--- src/rtl/regfile_wb_arbiter_if.sv ---
// Writeback request bus between the execution units and the register-file write arbiter.
// The master side presents valid/rd/data per requester; the slave answers with a one-hot ready.
interface regfile_wb_arbiter_if #(
    parameter int NUM_REQ = 3,
    parameter int ADDR_W  = 5,
    parameter int DATA_W  = 32
);
    logic [NUM_REQ-1:0]        req_valid;
    logic [NUM_REQ-1:0]        req_ready;
    logic [NUM_REQ*ADDR_W-1:0] req_rd;
    logic [NUM_REQ*DATA_W-1:0] req_data;

    modport master (
        output req_valid,
        output req_rd,
        output req_data,
        input  req_ready
    );

    modport slave (
        input  req_valid,
        input  req_rd,
        input  req_data,
        output req_ready
    );
endinterface

--- src/rtl/regfile_wb_arbiter.sv ---
// Round-robin arbiter for the register-file write port, with a registered write stage
// and a busy scoreboard used by issue for reservations and RAW/WAW hazard queries.
module regfile_wb_arbiter #(
    parameter int NUM_REQ = 3,
    parameter int ADDR_W  = 5,
    parameter int DATA_W  = 32
) (
    input  logic                  clk,
    input  logic                  rst_n,
    regfile_wb_arbiter_if.slave   wb,
    input  logic                  rsv_valid_i,
    input  logic [ADDR_W-1:0]     rsv_rd_i,
    output logic                  rsv_ready_o,
    input  logic [4*ADDR_W-1:0]   query_rs_i,
    output logic [3:0]            query_busy_o,
    output logic                  rf_rd_in_o,
    output logic [ADDR_W-1:0]     rf_rd_o,
    output logic [DATA_W-1:0]     rf_rd_input_o
);
    localparam int PTR_W = (NUM_REQ > 1) ? $clog2(NUM_REQ) : 1;
    localparam int NREG  = 1 << ADDR_W;

    logic [PTR_W-1:0]  last_grant_q, last_grant_d;
    logic [NUM_REQ-1:0] grant;
    logic [ADDR_W-1:0] sel_rd;
    logic [DATA_W-1:0] sel_data;
    logic              xfer;

    logic              rf_we_q, rf_we_d;
    logic [ADDR_W-1:0] rf_rd_q, rf_rd_d;
    logic [DATA_W-1:0] rf_data_q, rf_data_d;
    logic [NREG-1:0]   busy_q, busy_d;

    function automatic int rr_idx(input int base, input int offset);
        return (base + offset) % NUM_REQ;
    endfunction

    // Scan from the farthest candidate down to last_grant+1 so the nearest valid one wins.
    always_comb begin
        grant        = '0;
        last_grant_d = last_grant_q;
        for (int k = NUM_REQ; k >= 1; k--) begin
            if (wb.req_valid[rr_idx(int'(last_grant_q), k)]) begin
                grant                                 = '0;
                grant[rr_idx(int'(last_grant_q), k)]  = 1'b1;
                last_grant_d                          = PTR_W'(rr_idx(int'(last_grant_q), k));
            end
        end
    end

    assign wb.req_ready = grant;
    assign xfer         = |grant;

    always_comb begin
        sel_rd   = '0;
        sel_data = '0;
        for (int i = 0; i < NUM_REQ; i++) begin
            sel_rd   = sel_rd   | (wb.req_rd[i*ADDR_W +: ADDR_W]   & {ADDR_W{grant[i]}});
            sel_data = sel_data | (wb.req_data[i*DATA_W +: DATA_W] & {DATA_W{grant[i]}});
        end
    end

    // Writes to r0 are accepted on the bus but never reach the register file.
    always_comb begin
        rf_we_d   = xfer && (sel_rd != '0);
        rf_rd_d   = xfer ? sel_rd   : rf_rd_q;
        rf_data_d = xfer ? sel_data : rf_data_q;
    end

    assign rsv_ready_o = rsv_valid_i && (!busy_q[rsv_rd_i] || (rsv_rd_i == '0));

    // A set and clear of the same index cannot coincide: a busy bit refuses the reservation.
    always_comb begin
        busy_d = busy_q;
        if (rf_we_q) begin
            busy_d[rf_rd_q] = 1'b0;
        end
        if (rsv_ready_o && (rsv_rd_i != '0)) begin
            busy_d[rsv_rd_i] = 1'b1;
        end
    end

    generate
        for (genvar gi = 0; gi < 4; gi++) begin : g_query
            assign query_busy_o[gi] = (query_rs_i[gi*ADDR_W +: ADDR_W] != '0)
                                      && busy_q[query_rs_i[gi*ADDR_W +: ADDR_W]];
        end
    endgenerate

    always_ff @(posedge clk or negedge rst_n) begin
        if (!rst_n) begin
            last_grant_q <= PTR_W'(NUM_REQ - 1);
            rf_we_q      <= 1'b0;
            rf_rd_q      <= '0;
            rf_data_q    <= '0;
            busy_q       <= '0;
        end else begin
            last_grant_q <= last_grant_d;
            rf_we_q      <= rf_we_d;
            rf_rd_q      <= rf_rd_d;
            rf_data_q    <= rf_data_d;
            busy_q       <= busy_d;
        end
    end

    assign rf_rd_in_o    = rf_we_q;
    assign rf_rd_o       = rf_rd_q;
    assign rf_rd_input_o = rf_data_q;
endmodule

--- src/flat_wrapper.sv ---
// flat-port wrapper written by rule: the top's interface ports become plain ports
module regfile_wb_arbiter_flat 
#(
    parameter int NUM_REQ = 3,
    parameter int ADDR_W  = 5,
    parameter int DATA_W  = 32
)
  (clk, rst_n, rsv_valid_i, rsv_rd_i, rsv_ready_o, query_rs_i, query_busy_o, rf_rd_in_o, rf_rd_o, rf_rd_input_o, wb_req_valid, wb_req_rd, wb_req_data, wb_req_ready);
  regfile_wb_arbiter_if #(.NUM_REQ(NUM_REQ), .ADDR_W(ADDR_W), .DATA_W(DATA_W)) wb_i ();
  input  logic clk;
  input  logic rst_n;
  input  logic rsv_valid_i;
  input  logic [ADDR_W-1:0] rsv_rd_i;
  output logic rsv_ready_o;
  input  logic [4*ADDR_W-1:0] query_rs_i;
  output logic [3:0] query_busy_o;
  output logic rf_rd_in_o;
  output logic [ADDR_W-1:0] rf_rd_o;
  output logic [DATA_W-1:0] rf_rd_input_o;
  input wire logic [$bits(wb_i.req_valid)-1:0] wb_req_valid;
  input wire logic [$bits(wb_i.req_rd)-1:0] wb_req_rd;
  input wire logic [$bits(wb_i.req_data)-1:0] wb_req_data;
  output wire logic [$bits(wb_i.req_ready)-1:0] wb_req_ready;
  assign wb_i.req_valid = wb_req_valid;
  assign wb_i.req_rd = wb_req_rd;
  assign wb_i.req_data = wb_req_data;
  assign wb_req_ready = wb_i.req_ready;
  regfile_wb_arbiter #(.NUM_REQ(NUM_REQ), .ADDR_W(ADDR_W), .DATA_W(DATA_W)) u_core (.clk(clk), .rst_n(rst_n), .wb(wb_i), .rsv_valid_i(rsv_valid_i), .rsv_rd_i(rsv_rd_i), .rsv_ready_o(rsv_ready_o), .query_rs_i(query_rs_i), .query_busy_o(query_busy_o), .rf_rd_in_o(rf_rd_in_o), .rf_rd_o(rf_rd_o), .rf_rd_input_o(rf_rd_input_o));
endmodule
--- config.mk ---
export PLATFORM = sky130hd
export DESIGN_NAME = regfile_wb_arbiter_flat
export DESIGN_NICKNAME = d
export VERILOG_FILES = /design/src/rtl/regfile_wb_arbiter_if.sv /design/src/rtl/regfile_wb_arbiter.sv /design/src/flat_wrapper.sv
export SDC_FILE = /design/constraint.sdc
export NUM_CORES = 1
export LEC_CHECK = 0
export ABC_AREA = 1
export CORE_MARGIN = 3
export CORE_UTILIZATION = 25
export DETAILED_ROUTE_END_ITERATION = 7
export PLACE_DENSITY_LB_ADDON = 0.08
export SYNTH_ARGS = -nofsm -noshare
export SYNTH_HDL_FRONTEND = slang
export SYNTH_SLANG_ARGS = --single-unit
--- constraint.sdc ---
create_clock -name clk -period 6.85 [get_ports clk]
set_input_delay 1.7125 -clock clk [delete_from_list [all_inputs] [get_ports clk]]
set_output_delay 1.7125 -clock clk [all_outputs]
set_load 0.03 [all_outputs]
; After elaboration in Yosys (flattened, before gate mapping)
; Cells that the tools add are included.
; Widths: inputs -> output; s select.
[totals]
word_cells = 98
reg_bits = 72
out_inout_bits = 46
inputBits = 142
[op_classes]
bitwise = 13
mux = 37
magnitude_cmp = 14
div_mod_pow = 3
add_sub_neg = 3
reduce_logical = 23
[ops]
columns = cell, count
row1 = $and 32x32->32, 4
row2 = $ge 32x1->1 const B, 3
row3 = $lt 32x4->1 const B, 3
row4 = $mod 32x3->32 const B, 3
row5 = $or 32x32->32, 3
row6 = $mux 32, 2
row7 = $lt 5x6->1 const B, 6
row8 = $not 32->32, 1
row9 = $reduce_bool 5->1, 6
row10 = $bmux 1 s5, 5
row11 = $mux 1, 16
row12 = $and 5x5->5, 3
row13 = $logic_and 1x1->1, 12
row14 = $demux 1 s5, 2
row15 = $ge 5x1->1 const B, 2
row16 = $or 5x5->5, 2
row17 = $mux 3, 3
row18 = $add 2x2->3 const B, 2
row19 = $bmux 1 s2, 3
row20 = $demux 1 s2, 3
row21 = $mux 2, 3
row22 = $logic_not 5->1, 1
row23 = $add 2x1->3 const B, 1
row24 = $reduce_bool 3->1, 1
row25 = 3 further kinds, 3

; Longest topological paths before layout
[depth]
word_depth = 14
mapped_depth = 17
ltp_nobuf = 15

; Worst setup path after synthesis
; Ideal clock, no wire load.
[synth_path]
kind = input to output
from = input port rsv_rd_i[0]
to = output port rsv_ready_o
setup_slack_ps = 1841
required_ps = 5137
path_stages = 9
path_buffers = 2
t_arrival_ps = 3297
path_cell_list = clkbuf_2 -> nand2_2 -> buf_2 -> o21ai_1 -> o21ai_0 -> nand2_1 -> nor2_1 -> nand2_1 -> a21boi_0
[synth_via]
elab_chain_cells = 5
word_cells_on_any_way = 6
cone_classes = mux (2) / reduce/logical (4)
[synth_lines]
columns = element, line_no
row1 = start: declaration, flat_wrapper.sv:13  ; input logic [ADDR_W-1:0] rsv_rd_i;
row2 = $bmux 1 s5, regfile_wb_arbiter.sv:70  ; assign rsv_ready_o = rsv_valid_i && (!busy_q[rsv_rd_i] || (rsv_rd_i == '0));
row3 = $mux 1 (implied by the code), regfile_wb_arbiter.sv:70
row4 = $logic_not 1->1, regfile_wb_arbiter.sv:70
row5 = $logic_or 1x1->1 *, regfile_wb_arbiter.sv:70
row6 = $logic_and 1x1->1 *, regfile_wb_arbiter.sv:70
row7 = end: declaration, flat_wrapper.sv:14  ; output logic rsv_ready_o;
; Mark *: on every way between the ends. The rest lies on a longest branch, timed or not. The select of a mux whose other input is x is not followed.

; Worst setup path in the final report
[layout_path]
from = input port query_rs_i[10]
to = output port query_busy_o[2]
[layout_via]
elab_chain_cells = 3
word_cells_on_any_way = 4
cone_classes = mux (2) / reduce/logical (2)
[layout_lines]
columns = element, line_no
row1 = start: declaration, flat_wrapper.sv:15  ; input logic [4*ADDR_W-1:0] query_rs_i;
row2 = $bmux 1 s5, regfile_wb_arbiter.sv:86  ; && busy_q[query_rs_i[gi*ADDR_W +: ADDR_W]];
row3 = $mux 1 (implied by the code), regfile_wb_arbiter.sv:86
row4 = $logic_and 1x1->1 *, regfile_wb_arbiter.sv:86
row5 = end: declaration, flat_wrapper.sv:16  ; output logic [3:0] query_busy_o;
; Marked as above.

==> results.txt <==
----------------------------------------------------
[Status]
  Status ... completed

[Setup path]
  Element type at the critical path start ... input port
  Crit path kind ... input port to output pin
  Worst Path Arrival ... around 4.2 ns
  Kind of capture point of the worst setup path ... output pin
  Data required time at the worst endpoint ... between 5 and 6 ns
  Maximum fanout encountered on the critical timing path ... 33
  Worst reg2reg setup slack ... between 4 and 5 ns

[Yosys]
  Most used flip-flop cell after synthesis ... sky130_fd_sc_hd__dfrtp_1
  Number of enable-type register cells in the synthesized netlist ... 0
  Synth Instances ... 857
  Synth top area cells ... sky130_fd_sc_hd__dfrtp_1 (32%), sky130_fd_sc_hd__nand2_1 (19%), sky130_fd_sc_hd__o21ai_0 (8.1%), sky130_fd_sc_hd__a21oi_1 (6.6%), sky130_fd_sc_hd__nand3_1 (6.1%)
  Cell type contributing the most total cell area after synthesis ... sky130_fd_sc_hd__dfrtp_1
  Synth warnings ... 0
  Sequential fraction of the synthesis area ... between 30% and 40%
  Yosys top cell area share ... between 30% and 40%
  Async set or reset register ratio after synthesis ... between 90% and 100%
  Synthesized net count ... 1003
  Synth unique cells ... 32
  Most common library cells after synthesis ... sky130_fd_sc_hd__nand2_1 (278), sky130_fd_sc_hd__o21ai_0 (89), sky130_fd_sc_hd__a21oi_1 (72)
  Number of synthesized register bits ... ~70
  Most instantiated library cell after synthesis ... sky130_fd_sc_hd__nand2_1
  Synth Area per Inst ... between 6 and 7 µm²
  Post-synthesis instance area ... approximately 5500 µm²

[Global routing]
  Met1 GRT Util ... 23.35%
  Number of global-route vias before repair ... a little under 6000
  Maximum number of pins on one net before global-route repair ... between 70 and 80
  Global-route met2 utilization ... between 30% and 40%
  GRT busiest layer ... met2
  Total Routing Usage GR ... between 15 and 20%
  Global-route wire length before repair ... approximately 34000 µm
  M3 GR Usage ... between 5 and 6%
  Number of antenna violations at the first check in global routing ... 0
  GRT Residual Overflow ... 0

[Drt]
  Average detailed-routed wire length per instance ... between 15 and 20 µm
  Vias per Instance ... a little under 5
  Drt drc ... 0
  First-pass detailed-route iteration total ... 6
  Via Count ... roughly 6300
  Wirelength, routed ... between 20000 and 25000 µm
  Number of design-rule violations left by the first detailed-router iteration ... 408
  Remaining antenna violation count ... 0

[CTS]
  Hold bufs inserted after CTS ... 0
  CTS tree ... yes
  H-tree depth reported by CTS ... 3
  Number of buffers on the longest clock path ... 2
  Clock transition at the registers of the reported paths ... 0.06 ns
  Resized Gates After CTS ... 0
  Sinks on Clock Net ... 72
  Clock latency on the worst-skew pair ... approximately 0.34 ns
  Number of clock buffers inserted by TritonCTS ... 9
  Setup Fix Bufs, Post-CTS ... 0
  Clock Tree Root ... sky130_fd_sc_hd__clkbuf_16

[Die]
  DIE HEIGHT ... 154.2 µm
  I/O pin total ... about 190
  Starting utilization of the core area ... 25.79%
  Placeable Area ... roughly 21000 µm²
  Std cell rows ... 53
  Horizontal die dimension ... 154.2 µm
  Total Die Area ... roughly 24000 µm²

[STA]
  Total of endpoints with negative setup slack in the final report ... 0
  Setup clock skew after layout ... 0.009168 ns
  Worst hold slack across all endpoints ... 0.4796 ns
  Setup repair after global routing missed its margin ... false
  Final worst path period share ... between 80% and 90%
  Final critical path time including I/O delays and setup ... just under 6 ns
  Minimum setup slack in the final design ... just over 0.9 ns
  Number of hold violations in the final report ... 0
  Final Max Tran Viols ... 0
  Total negative setup slack ... 0 ns
  Achievable Freq ... about 170 MHz
  Slew @ Worst Pin ... 0.9779 ns
  Slew margin rel. ... a little over a third

[Power]
  Pwr dens ... ~500 nW/µm²
  Leakage dissipation ... 3.444 nW
  Power, Total ... ~4 mW
  Maximum vdd ir drop ... roughly 0.27 mV

[Cells and area]
  Number of nets in the layout ... about 1200
  Antenna fix cells ... 0
  Count of fill cells added during filler insertion ... 2318
  Post-route design area ... about 8000 µm²
  Share of layout cells above drive strength 1 ... 4.804%
  Post-synthesis to final-layout area growth ... 42.65%

[Placed design]
  Placed inst area ... approximately 7500 µm²
  Routability-driven placement congestion ratio ... between 0.8 and 0.9
  Total of buffers placed on input and output ports ... about 190
  DP Wirelength ... about 16000 µm
  Pre-CTS setup slack ... approximately 0.94 ns

[Worst hold path]
  Min-Delay Path Class ... flip-flop to flip-flop

[Flow run]
  Max-cap check violation count ... 0

----------------------------------------------------
[flip-flops by register name, indices dropped and copies added, names as in the netlist]
register,count
u_core.busy_q,32
u_core.rf_rd_input_o,32
u_core.rf_rd_o,5
u_core.last_grant_q,2
u_core.rf_rd_in_o,1
[per-layer routing]
layer / vias to the layer above / wire (µm)
met5: - / 0
met4: 0 / 272
met3: 13 / 1901
met2: 220 / 10380
met1: 2832 / 9743
li1: 3189 / -
[stage by stage]
stage,cells,util (%)
3_3_place_gp,1279,35.30
5_1_grt,1295,36.78
6_report,1295,36.78
3_5_place_dp,1279,35.30
2_1_floorplan,857,-
4_1_cts,1295,36.78
[placed cells by master (no fill, tap or decap), types with 2 or more instances in the layout]
master | Yosys | routed
sky130_fd_sc_hd__clkbuf_16 | 0 | 9
sky130_fd_sc_hd__o211ai_1 | 29 | 29
sky130_fd_sc_hd__nand2_4 | 2 | 2
sky130_fd_sc_hd__nand2_2 | 14 | 14
sky130_fd_sc_hd__nand3_1 | 67 | 67
sky130_fd_sc_hd__inv_1 | 60 | 60
sky130_fd_sc_hd__bufinv_16 | 0 | 2
sky130_fd_sc_hd__and2_1 | 2 | 2
sky130_fd_sc_hd__buf_4 | 4 | 7
sky130_fd_sc_hd__a31oi_1 | 3 | 3
sky130_fd_sc_hd__nor2_2 | 3 | 3
sky130_fd_sc_hd__clkdlybuf4s50_1 | 0 | 186
sky130_fd_sc_hd__nor3_1 | 9 | 9
sky130_fd_sc_hd__a21oi_1 | 72 | 72
sky130_fd_sc_hd__nand4_1 | 32 | 32
sky130_fd_sc_hd__o21bai_1 | 4 | 4
sky130_fd_sc_hd__o21ai_0 | 89 | 89
sky130_fd_sc_hd__nand3_2 | 3 | 3
sky130_fd_sc_hd__nand3b_1 | 2 | 2
sky130_fd_sc_hd__nor2_1 | 52 | 52
sky130_fd_sc_hd__clkbuf_1 | 22 | 3
sky130_fd_sc_hd__inv_2 | 4 | 4
sky130_fd_sc_hd__o21a_1 | 3 | 3
sky130_fd_sc_hd__o21ai_1 | 4 | 4
sky130_fd_sc_hd__nand2_1 | 278 | 278
sky130_fd_sc_hd__ha_1 | 4 | 4
sky130_fd_sc_hd__dfrtp_1 | 71 | 71
[layout make-up]
cell class                 count  area, µm²  area share (%)
sequential                    72       1803           23.03
timing repair buffer         193       1914           24.45
tap                          275      344.1           4.394
clock inverter                 3      65.06          0.8309
clock buffer                  13      250.2           3.196
inverter                      64      240.2           3.068
multi-input combinational    675       3213           41.04
[path summary, 6_finish.rpt]
| path | endpoint | depth (start not counted) | from |
|---|---|---|---|
| worst min register to register | u_core.rf_rd_input_o[30] | 2 | u_core.rf_rd_input_o[30] |
| worst max-delay path | query_busy_o[2] | 9 | query_rs_i[10] |
| min in group asynchronous | u_core.rf_rd_input_o[25] | 1 | rst_n |
| worst max register to register | u_core.rf_rd_o[1] | 12 | u_core.last_grant_q[0] |
| worst min-delay path | u_core.rf_rd_input_o[30] | 2 | u_core.rf_rd_input_o[30] |
| max in group asynchronous | u_core.busy_q[14] | 1 | rst_n |
[critical path: stages]
cell and delay, ns:
sky130_fd_sc_hd__clkdlybuf4s50_1 1.07, sky130_fd_sc_hd__o21ai_0 0.15, sky130_fd_sc_hd__o21ai_0 0.17, sky130_fd_sc_hd__o21ai_0 0.10, sky130_fd_sc_hd__nand2_1 0.09, sky130_fd_sc_hd__nand3_1 0.07
sky130_fd_sc_hd__nand3_1 0.07, sky130_fd_sc_hd__o21a_1 0.11, sky130_fd_sc_hd__clkdlybuf4s50_1 0.67
[power by group]
| group | leakage (nW) | switching (mW) | internal, mW |
|---|---|---|---|
| registers | 0.854 | 0.257 | 0.664 |
| clock network | 0.154 | 0.185 | 0.329 |
| logic | 2.44 | 1.64 | 0.841 |
[kinds of logic after synthesis]
kind of cell    count (synthesis)  synth area share (%)
simple gates                  465                 36.84
compound gates                206                 20.79
fa+ha+maj                       4                0.9118
buf+inv                       110                 8.616
flops                          72                 32.85
Power figures use the tool's default switching activity.
